<file path="config.mk">
export PLATFORM = sky130hd
export DESIGN_NAME = audio_stream_buffer
export DESIGN_NICKNAME = d
export VERILOG_FILES = /design/src/rtl/audio_stream_buffer.sv
export SDC_FILE = /design/constraint.sdc
export NUM_CORES = 2
export LEC_CHECK = 0
export CAP_MARGIN = 40
export CORE_ASPECT_RATIO = 1.4
export CORE_UTILIZATION = 60
export CTS_CLUSTER_DIAMETER = 120
export DETAILED_ROUTE_END_ITERATION = 7
export PLACE_DENSITY = 0.75
export SLEW_MARGIN = 15
export SYNTH_ARGS = -nofsm -noshare
export SYNTH_HDL_FRONTEND = slang
export SYNTH_SLANG_ARGS = --single-unit
</file>
<file path="constraint.sdc">
create_clock -name CLK_40 -period 5.34 [get_ports CLK_40]
set_input_delay 1.335 -clock CLK_40 [delete_from_list [all_inputs] [get_ports CLK_40]]
set_output_delay 1.335 -clock CLK_40 [all_outputs]
set_load 0.005 [all_outputs]
</file>
<file path="src/rtl/audio_stream_buffer.sv">
// rtl/audio_stream_buffer.sv - serial audio deserializer, sample FIFO and fixed-rate PWM playback
//
// Purpose: collects received_bit into PCM samples while audio_data_ready is high,
// buffers them in an on-chip FIFO and plays them out at SAMPLE_HZ on an 8-bit
// sample bus plus a PWM pin.
//
// Ports:
//   CLK_40               in   system clock
//   reset_n              in   asynchronous active-low reset
//   data_clk_rising_edge in   single-cycle bit-valid strobe
//   audio_data_ready     in   high while audio bits are being delivered
//   received_bit         in   serial data bit, sampled on the strobe
//   play_en              in   playback enable (level)
//   flush                in   synchronous single-cycle clear
//   sample_out           out  current sample (midscale when silent)
//   sample_strobe        out  one-cycle pulse when sample_out is loaded from the FIFO
//   pwm_out              out  PWM audio output
//   fifo_level           out  number of stored samples
//   almost_full          out  fifo_level >= FIFO_DEPTH-16
//   underrun             out  sticky: a playback tick found the FIFO empty
//   overflow             out  sticky: a sample was dropped because the FIFO was full

module audio_stream_buffer #(
  parameter int SAMPLE_W    = 8,
  parameter int FIFO_DEPTH  = 256,
  parameter int CLK_HZ      = 40000000,
  parameter int SAMPLE_HZ   = 8000,
  parameter int PRIME_LEVEL = 64,
  parameter int MSB_FIRST   = 1
) (
  input  logic                          CLK_40,
  input  logic                          reset_n,
  input  logic                          data_clk_rising_edge,
  input  logic                          audio_data_ready,
  input  logic                          received_bit,
  input  logic                          play_en,
  input  logic                          flush,
  output logic [SAMPLE_W-1:0]           sample_out,
  output logic                          sample_strobe,
  output logic                          pwm_out,
  output logic [$clog2(FIFO_DEPTH):0]   fifo_level,
  output logic                          almost_full,
  output logic                          underrun,
  output logic                          overflow
);

  localparam int PTR_W       = $clog2(FIFO_DEPTH);
  localparam int LVL_W       = PTR_W + 1;
  localparam int CNT_W       = (SAMPLE_W > 1) ? $clog2(SAMPLE_W) : 1;
  localparam int TICK_PERIOD = CLK_HZ / SAMPLE_HZ;
  localparam int TICK_W      = (TICK_PERIOD > 1) ? $clog2(TICK_PERIOD) : 1;

  localparam logic [SAMPLE_W-1:0] MIDSCALE  = {1'b1, {(SAMPLE_W-1){1'b0}}};
  localparam logic [CNT_W-1:0]    LAST_BIT  = CNT_W'(SAMPLE_W - 1);
  localparam logic [TICK_W-1:0]   TICK_LAST = TICK_W'(TICK_PERIOD - 1);
  localparam logic [LVL_W-1:0]    FULL_LVL  = LVL_W'(FIFO_DEPTH);
  localparam logic [LVL_W-1:0]    AF_LVL    = LVL_W'(FIFO_DEPTH - 16);
  localparam logic [LVL_W-1:0]    PRIME_LVL = LVL_W'(PRIME_LEVEL);

  localparam logic [1:0] S_IDLE  = 2'd0;
  localparam logic [1:0] S_PRIME = 2'd1;
  localparam logic [1:0] S_PLAY  = 2'd2;

  // Deserializer
  logic [SAMPLE_W-1:0] r_shift;
  logic [CNT_W-1:0]    r_bit_cnt;
  logic                r_ready_d;
  logic                r_wr_en;
  logic [SAMPLE_W-1:0] r_wr_data;

  // FIFO
  logic [SAMPLE_W-1:0] r_mem [FIFO_DEPTH];
  logic [PTR_W-1:0]    r_wr_ptr;
  logic [PTR_W-1:0]    r_rd_ptr;
  logic [LVL_W-1:0]    r_level;
  logic                r_overflow;

  // Playback
  logic [1:0]          r_state;
  logic [TICK_W-1:0]   r_tick_cnt;
  logic [SAMPLE_W-1:0] r_sample_out;
  logic                r_sample_strobe;
  logic                r_underrun;

  // PWM
  logic [SAMPLE_W-1:0] r_pwm_cnt;
  logic                r_pwm_out;

  logic                w_bit_accept;
  logic                w_ready_fall;
  logic [SAMPLE_W-1:0] w_shift_next;
  logic                w_empty;
  logic                w_full;
  logic                w_tick;
  logic                w_pop;
  logic                w_push;
  logic [SAMPLE_W-1:0] w_rd_data;

  assign w_bit_accept = data_clk_rising_edge && audio_data_ready;
  assign w_ready_fall = r_ready_d && !audio_data_ready;

  always_comb begin
    w_shift_next = r_shift;
    if (MSB_FIRST != 0) begin
      // After SAMPLE_W left shifts the first bit received sits in the MSB.
      w_shift_next = {r_shift[SAMPLE_W-2:0], received_bit};
    end else begin
      w_shift_next = {received_bit, r_shift[SAMPLE_W-1:1]};
    end
  end

  always_ff @(posedge CLK_40 or negedge reset_n) begin
    if (!reset_n) begin
      r_shift   <= '0;
      r_bit_cnt <= '0;
      r_ready_d <= 1'b0;
      r_wr_en   <= 1'b0;
      r_wr_data <= '0;
    end else begin
      r_ready_d <= audio_data_ready;
      r_wr_en   <= 1'b0;
      if (flush) begin
        r_shift   <= '0;
        r_bit_cnt <= '0;
      end else if (w_ready_fall) begin
        // End of a burst: drop any partial sample so the next burst starts aligned.
        r_bit_cnt <= '0;
      end else if (w_bit_accept) begin
        r_shift <= w_shift_next;
        if (r_bit_cnt == LAST_BIT) begin
          r_wr_en   <= 1'b1;
          r_wr_data <= w_shift_next;
          r_bit_cnt <= '0;
        end else begin
          r_bit_cnt <= r_bit_cnt + 1'b1;
        end
      end
    end
  end

  assign w_empty   = (r_level == '0);
  assign w_full    = (r_level == FULL_LVL);
  assign w_tick    = (r_state != S_IDLE) && (r_tick_cnt == TICK_LAST);
  // A pop only happens on a tick that the FSM will actually service this cycle.
  assign w_pop     = !flush && (r_state == S_PLAY) && play_en && w_tick && !w_empty;
  // A full FIFO still accepts a word when a pop frees a slot in the same cycle.
  assign w_push    = !flush && r_wr_en && (!w_full || w_pop);
  assign w_rd_data = r_mem[r_rd_ptr];

  always_ff @(posedge CLK_40) begin
    if (w_push) begin
      r_mem[r_wr_ptr] <= r_wr_data;
    end
  end

  always_ff @(posedge CLK_40 or negedge reset_n) begin
    if (!reset_n) begin
      r_wr_ptr   <= '0;
      r_rd_ptr   <= '0;
      r_level    <= '0;
      r_overflow <= 1'b0;
    end else if (flush) begin
      r_wr_ptr   <= '0;
      r_rd_ptr   <= '0;
      r_level    <= '0;
      r_overflow <= 1'b0;
    end else begin
      if (w_push) begin
        r_wr_ptr <= r_wr_ptr + 1'b1;
      end
      if (w_pop) begin
        r_rd_ptr <= r_rd_ptr + 1'b1;
      end
      if (w_push && !w_pop) begin
        r_level <= r_level + 1'b1;
      end else if (w_pop && !w_push) begin
        r_level <= r_level - 1'b1;
      end
      if (r_wr_en && w_full && !w_pop) begin
        r_overflow <= 1'b1;
      end
    end
  end

  // Sample-rate divider; held at zero while idle so each session starts a fresh period.
  always_ff @(posedge CLK_40 or negedge reset_n) begin
    if (!reset_n) begin
      r_tick_cnt <= '0;
    end else if (flush || (r_state == S_IDLE) || (r_tick_cnt == TICK_LAST)) begin
      r_tick_cnt <= '0;
    end else begin
      r_tick_cnt <= r_tick_cnt + 1'b1;
    end
  end

  always_ff @(posedge CLK_40 or negedge reset_n) begin
    if (!reset_n) begin
      r_state         <= S_IDLE;
      r_sample_out    <= MIDSCALE;
      r_sample_strobe <= 1'b0;
      r_underrun      <= 1'b0;
    end else begin
      r_sample_strobe <= 1'b0;
      if (flush) begin
        r_state      <= S_IDLE;
        r_sample_out <= MIDSCALE;
        r_underrun   <= 1'b0;
      end else begin
        case (r_state)
          S_IDLE: begin
            if (play_en) begin
              r_state <= S_PRIME;
            end
          end
          S_PRIME: begin
            if (!play_en) begin
              r_state <= S_IDLE;
            end else if (r_level >= PRIME_LVL) begin
              r_state <= S_PLAY;
            end
          end
          S_PLAY: begin
            if (!play_en) begin
              r_state      <= S_IDLE;
              r_sample_out <= MIDSCALE;
            end else if (w_tick) begin
              if (!w_empty) begin
                r_sample_out    <= w_rd_data;
                r_sample_strobe <= 1'b1;
              end else begin
                // Starved: output silence and keep waiting for data in PLAY.
                r_sample_out <= MIDSCALE;
                r_underrun   <= 1'b1;
              end
            end
          end
          default: begin
            r_state      <= S_IDLE;
            r_sample_out <= MIDSCALE;
          end
        endcase
      end
    end
  end

  always_ff @(posedge CLK_40 or negedge reset_n) begin
    if (!reset_n) begin
      r_pwm_cnt <= '0;
      r_pwm_out <= 1'b0;
    end else begin
      r_pwm_cnt <= r_pwm_cnt + 1'b1;
      r_pwm_out <= (r_pwm_cnt < r_sample_out);
    end
  end

  assign sample_out    = r_sample_out;
  assign sample_strobe = r_sample_strobe;
  assign pwm_out       = r_pwm_out;
  assign fifo_level    = r_level;
  assign almost_full   = (r_level >= AF_LVL);
  assign underrun      = r_underrun;
  assign overflow      = r_overflow;

endmodule

</file>
==> reports/qor.txt <==
DR vias: 42700
pwr/cell area: 340 mW/mm^2
CP startpoint kind: input pin
WL final: 205000 um
largest fanout on the critical path: 9
number of global-route vias before repair: 42800
first-pass GRT wire length: 298000 um
Layout Cells excl Fill: 6293
Max Cap Viol: 0
f_max: 235 MHz
CTS sink count: 2128
crit path kind: in2reg
Bufs on Longest Clock Path: 3
H-tree Lvls: 4
RR Startpoint: r_rd_ptr[2]
Clock Pin Slew Worst Setup and Hold Paths: 70 ps
Hold WC Path Type: in2async
Sum Neg Setup Slack: 0 ps
hold buffers post-CTS: 0
post-synthesis sequential area ratio: 0.760
fin crit share: 0.796
clk_lat worst skew: 820 ps
post-CTS setup buffers: 0
top cell type's share of synthesized area: 0.736
Hold WS: 475 ps
Post-CTS Resized: 0
RSZ-0062 raised after global routing: false
Synth async-reset ratio: 0.0376
cell with the most instances after synthesis: edfxtp_1
Worst Clk Skew: 33.8 ps
grt ovf: 0
Synth Net Count: 4253
Leak: 25.5 nW
Ports: 29
Area contributors post-synth: edfxtp_1 (74%), mux4_2 (11%), mux2i_1 (3.6%), dfrtp_1 (2.4%), nor2_1 (1.4%)
Post-synth EDFFs: 2048
DPL Wire Length: 126000 um
Distinct cells, synth: 66
die height: 444 um
initial core utilization: 0.607
Via density: 6.79
DRT iter0 DRCs: 5503
worst vdd ir: 360 uV
status: finished, final reports clean
drt drc: 0
Post-Route Utilization: 0.669
GP Congestion: 0.897
CORE AREA: 0.138 mm^2
layout cells sized above 1: 0.193
TritonCTS clock tree: done
Fin. Hold Viols: 0
initial antenna violation count: 3
Syn Area/Cell: 19.8 um^2
chip width: 317 um
Synth Warn #: 0
Synth Flop Type: edfxtp_1
Setup crit end kind: flop
row count: 161
Final min period: 4250 ps
critical path data required time: 5770 ps
register area: 0.0635 mm^2
Cells after Synth: 4221
Worst Path Arrival: 4680 ps
number of routed nets with antenna violations: 0
Synth area leader: edfxtp_1
Finish-stage setup viols: 0
drt wl/cell: 32.6 um
drt pass-1 iters: 7
CTS root buf: clkbuf_16
multi-input combinational cell area: 0.0186 mm^2
filler cell count: 8541
Yosys reg bits: 2128
mapped cell area: 0.0836 mm^2
die area: 0.141 mm^2
reg2reg path depth: 9
input/output buffers: 28
Syn-to-layout area delta: 10.3%
flop2flop setup slack: 1220 ps
largest net degree at the start of global routing: 183
fin nets: 4377
Placed Cells: 5949
Num CTS Buffers: 180
Synth top cells by count: edfxtp_1 (2048), mux4_2 (408), nor2_1 (320)
worst-margin pin slew: 1230 ps
gr usage total: 0.296
worst reg2reg path endpoint: sample_out[7]
fin. max-slew vios: 0
Relative slew margins: 0.181
## kinds of logic (layout without fill, tap and decap cells)
| kind of cell | after synthesis | count (layout) | synth area share |
|---|---|---|---|
| AOI/OAI and AO/OA | 429 | 429 | 0.0356 |
| muxes | 708 | 708 | 0.146 |
| other | 0 | 1 | 0 |
| DFF | 2128 | 2128 | 0.760 |
| and+or+nand+nor | 623 | 623 | 0.0325 |
| buffers and inverters | 270 | 548 | 0.0186 |
| xor gates and xnor gates | 38 | 38 | 0.00398 |
| adders and majority gates | 25 | 25 | 0.00383 |
## registers in the layout, indices dropped and copies added (netlist names)
signal	count
r_wr_en	1
r_ready_d	1
r_shift	7
r_rd_ptr	8
r_mem	2048
r_wr_data	8
sample_strobe	1
r_state	2
r_tick_cnt	13
fifo_level	9
r_wr_ptr	8
sample_out	8
underrun	1
pwm_out	1
r_bit_cnt	3
r_pwm_cnt	8
overflow	1
## critical path, stage by stage
cell,delay [ps]
clkdlybuf4s50_1,500
and4bb_2,270
nand4_1,120
a41o_1,270
buf_4,190
nor4_2,160
buf_4,210
nand2_2,540
buf_12,400
nor2_1,660
## layer usage
| metal | routed length, um | up-vias | part of all wire | GRT usage |
|---|---|---|---|---|
| li1 | - | 17600 | - | - |
| met1 | 71400 | 22100 | 0.35 | 0.374 |
| met2 | 102000 | 2564 | 0.50 | 0.487 |
| met3 | 19300 | 542 | 0.094 | 0.0570 |
| met4 | 12600 | 4 | 0.061 | 0.162 |
| met5 | 24 | - | 0.00012 | 0 |
## worst max-delay path by stage
stage | from | endpoint | slack, ps | cells after the start
after CTS | play_en | r_mem[29][2] | 1240 | 10
after global placement | play_en | fifo_level[8] | 410 | 14
after global routing | play_en | r_mem[29][3] | 990 | 10
after floorplan | flush | fifo_level[8] | 1060 | 14
after detailed placement | play_en | r_mem[29][3] | 380 | 10
final | play_en | r_mem[29][3] | 1090 | 10
## layout make-up
type,count,share of cell area
Timing Repair Buffer,185,0.0212
Sequential cell,2128,0.689
Clock inverter,122,0.0114
Antenna cell,1,0.0000271
Multi-Input combinational cell,1823,0.202
Tap cell,1793,0.0243
Inverter,27,0.00117
Clock buffer,214,0.0514
## stage by stage
stage | worst slack (ps) | instance area [um^2] | total power, mW
final | 1090 | 92200 | 31.3
after global routing | 989 | 92200 | 32.0
after CTS | 1240 | 92100 | 31.4
after detailed placement | 376 | 86300 | 18.7
after global placement | 409 | 86100 | 18.7
after floorplan | 1060 | 83600 | 18.6
## cells in the final DEF (no fill, tap or decap), drive strengths merged, types with 7 or more instances in the layout
cell / n
a21oi: 110
inv: 35
mux2i: 298
a211oi: 19
nor2b: 11
xor2: 15
o21ai: 36
or3: 10
clkbuf: 214
nor3: 57
and3: 16
buf: 159
bufinv: 15
nand2: 128
clkinvlp: 13
nand2b: 7
o31ai: 11
clkinv: 86
nor4: 7
a22oi: 42
ha: 24
dfrtp: 79
mux4: 408
xnor2: 23
o221ai: 114
o22ai: 60
nor2: 320
clkdlybuf4s50: 26
edfxtp: 2048
nand4: 17
nand3: 32
## report_power, final
| group | internal, mW | switching, mW |
|---|---|---|
| clock | 7.09 | 5.89 |
| combinational | 0.150 | 0.148 |
| sequential | 18.0 | 0.0402 |
Note: power is estimated with default switching activity, not from simulation.
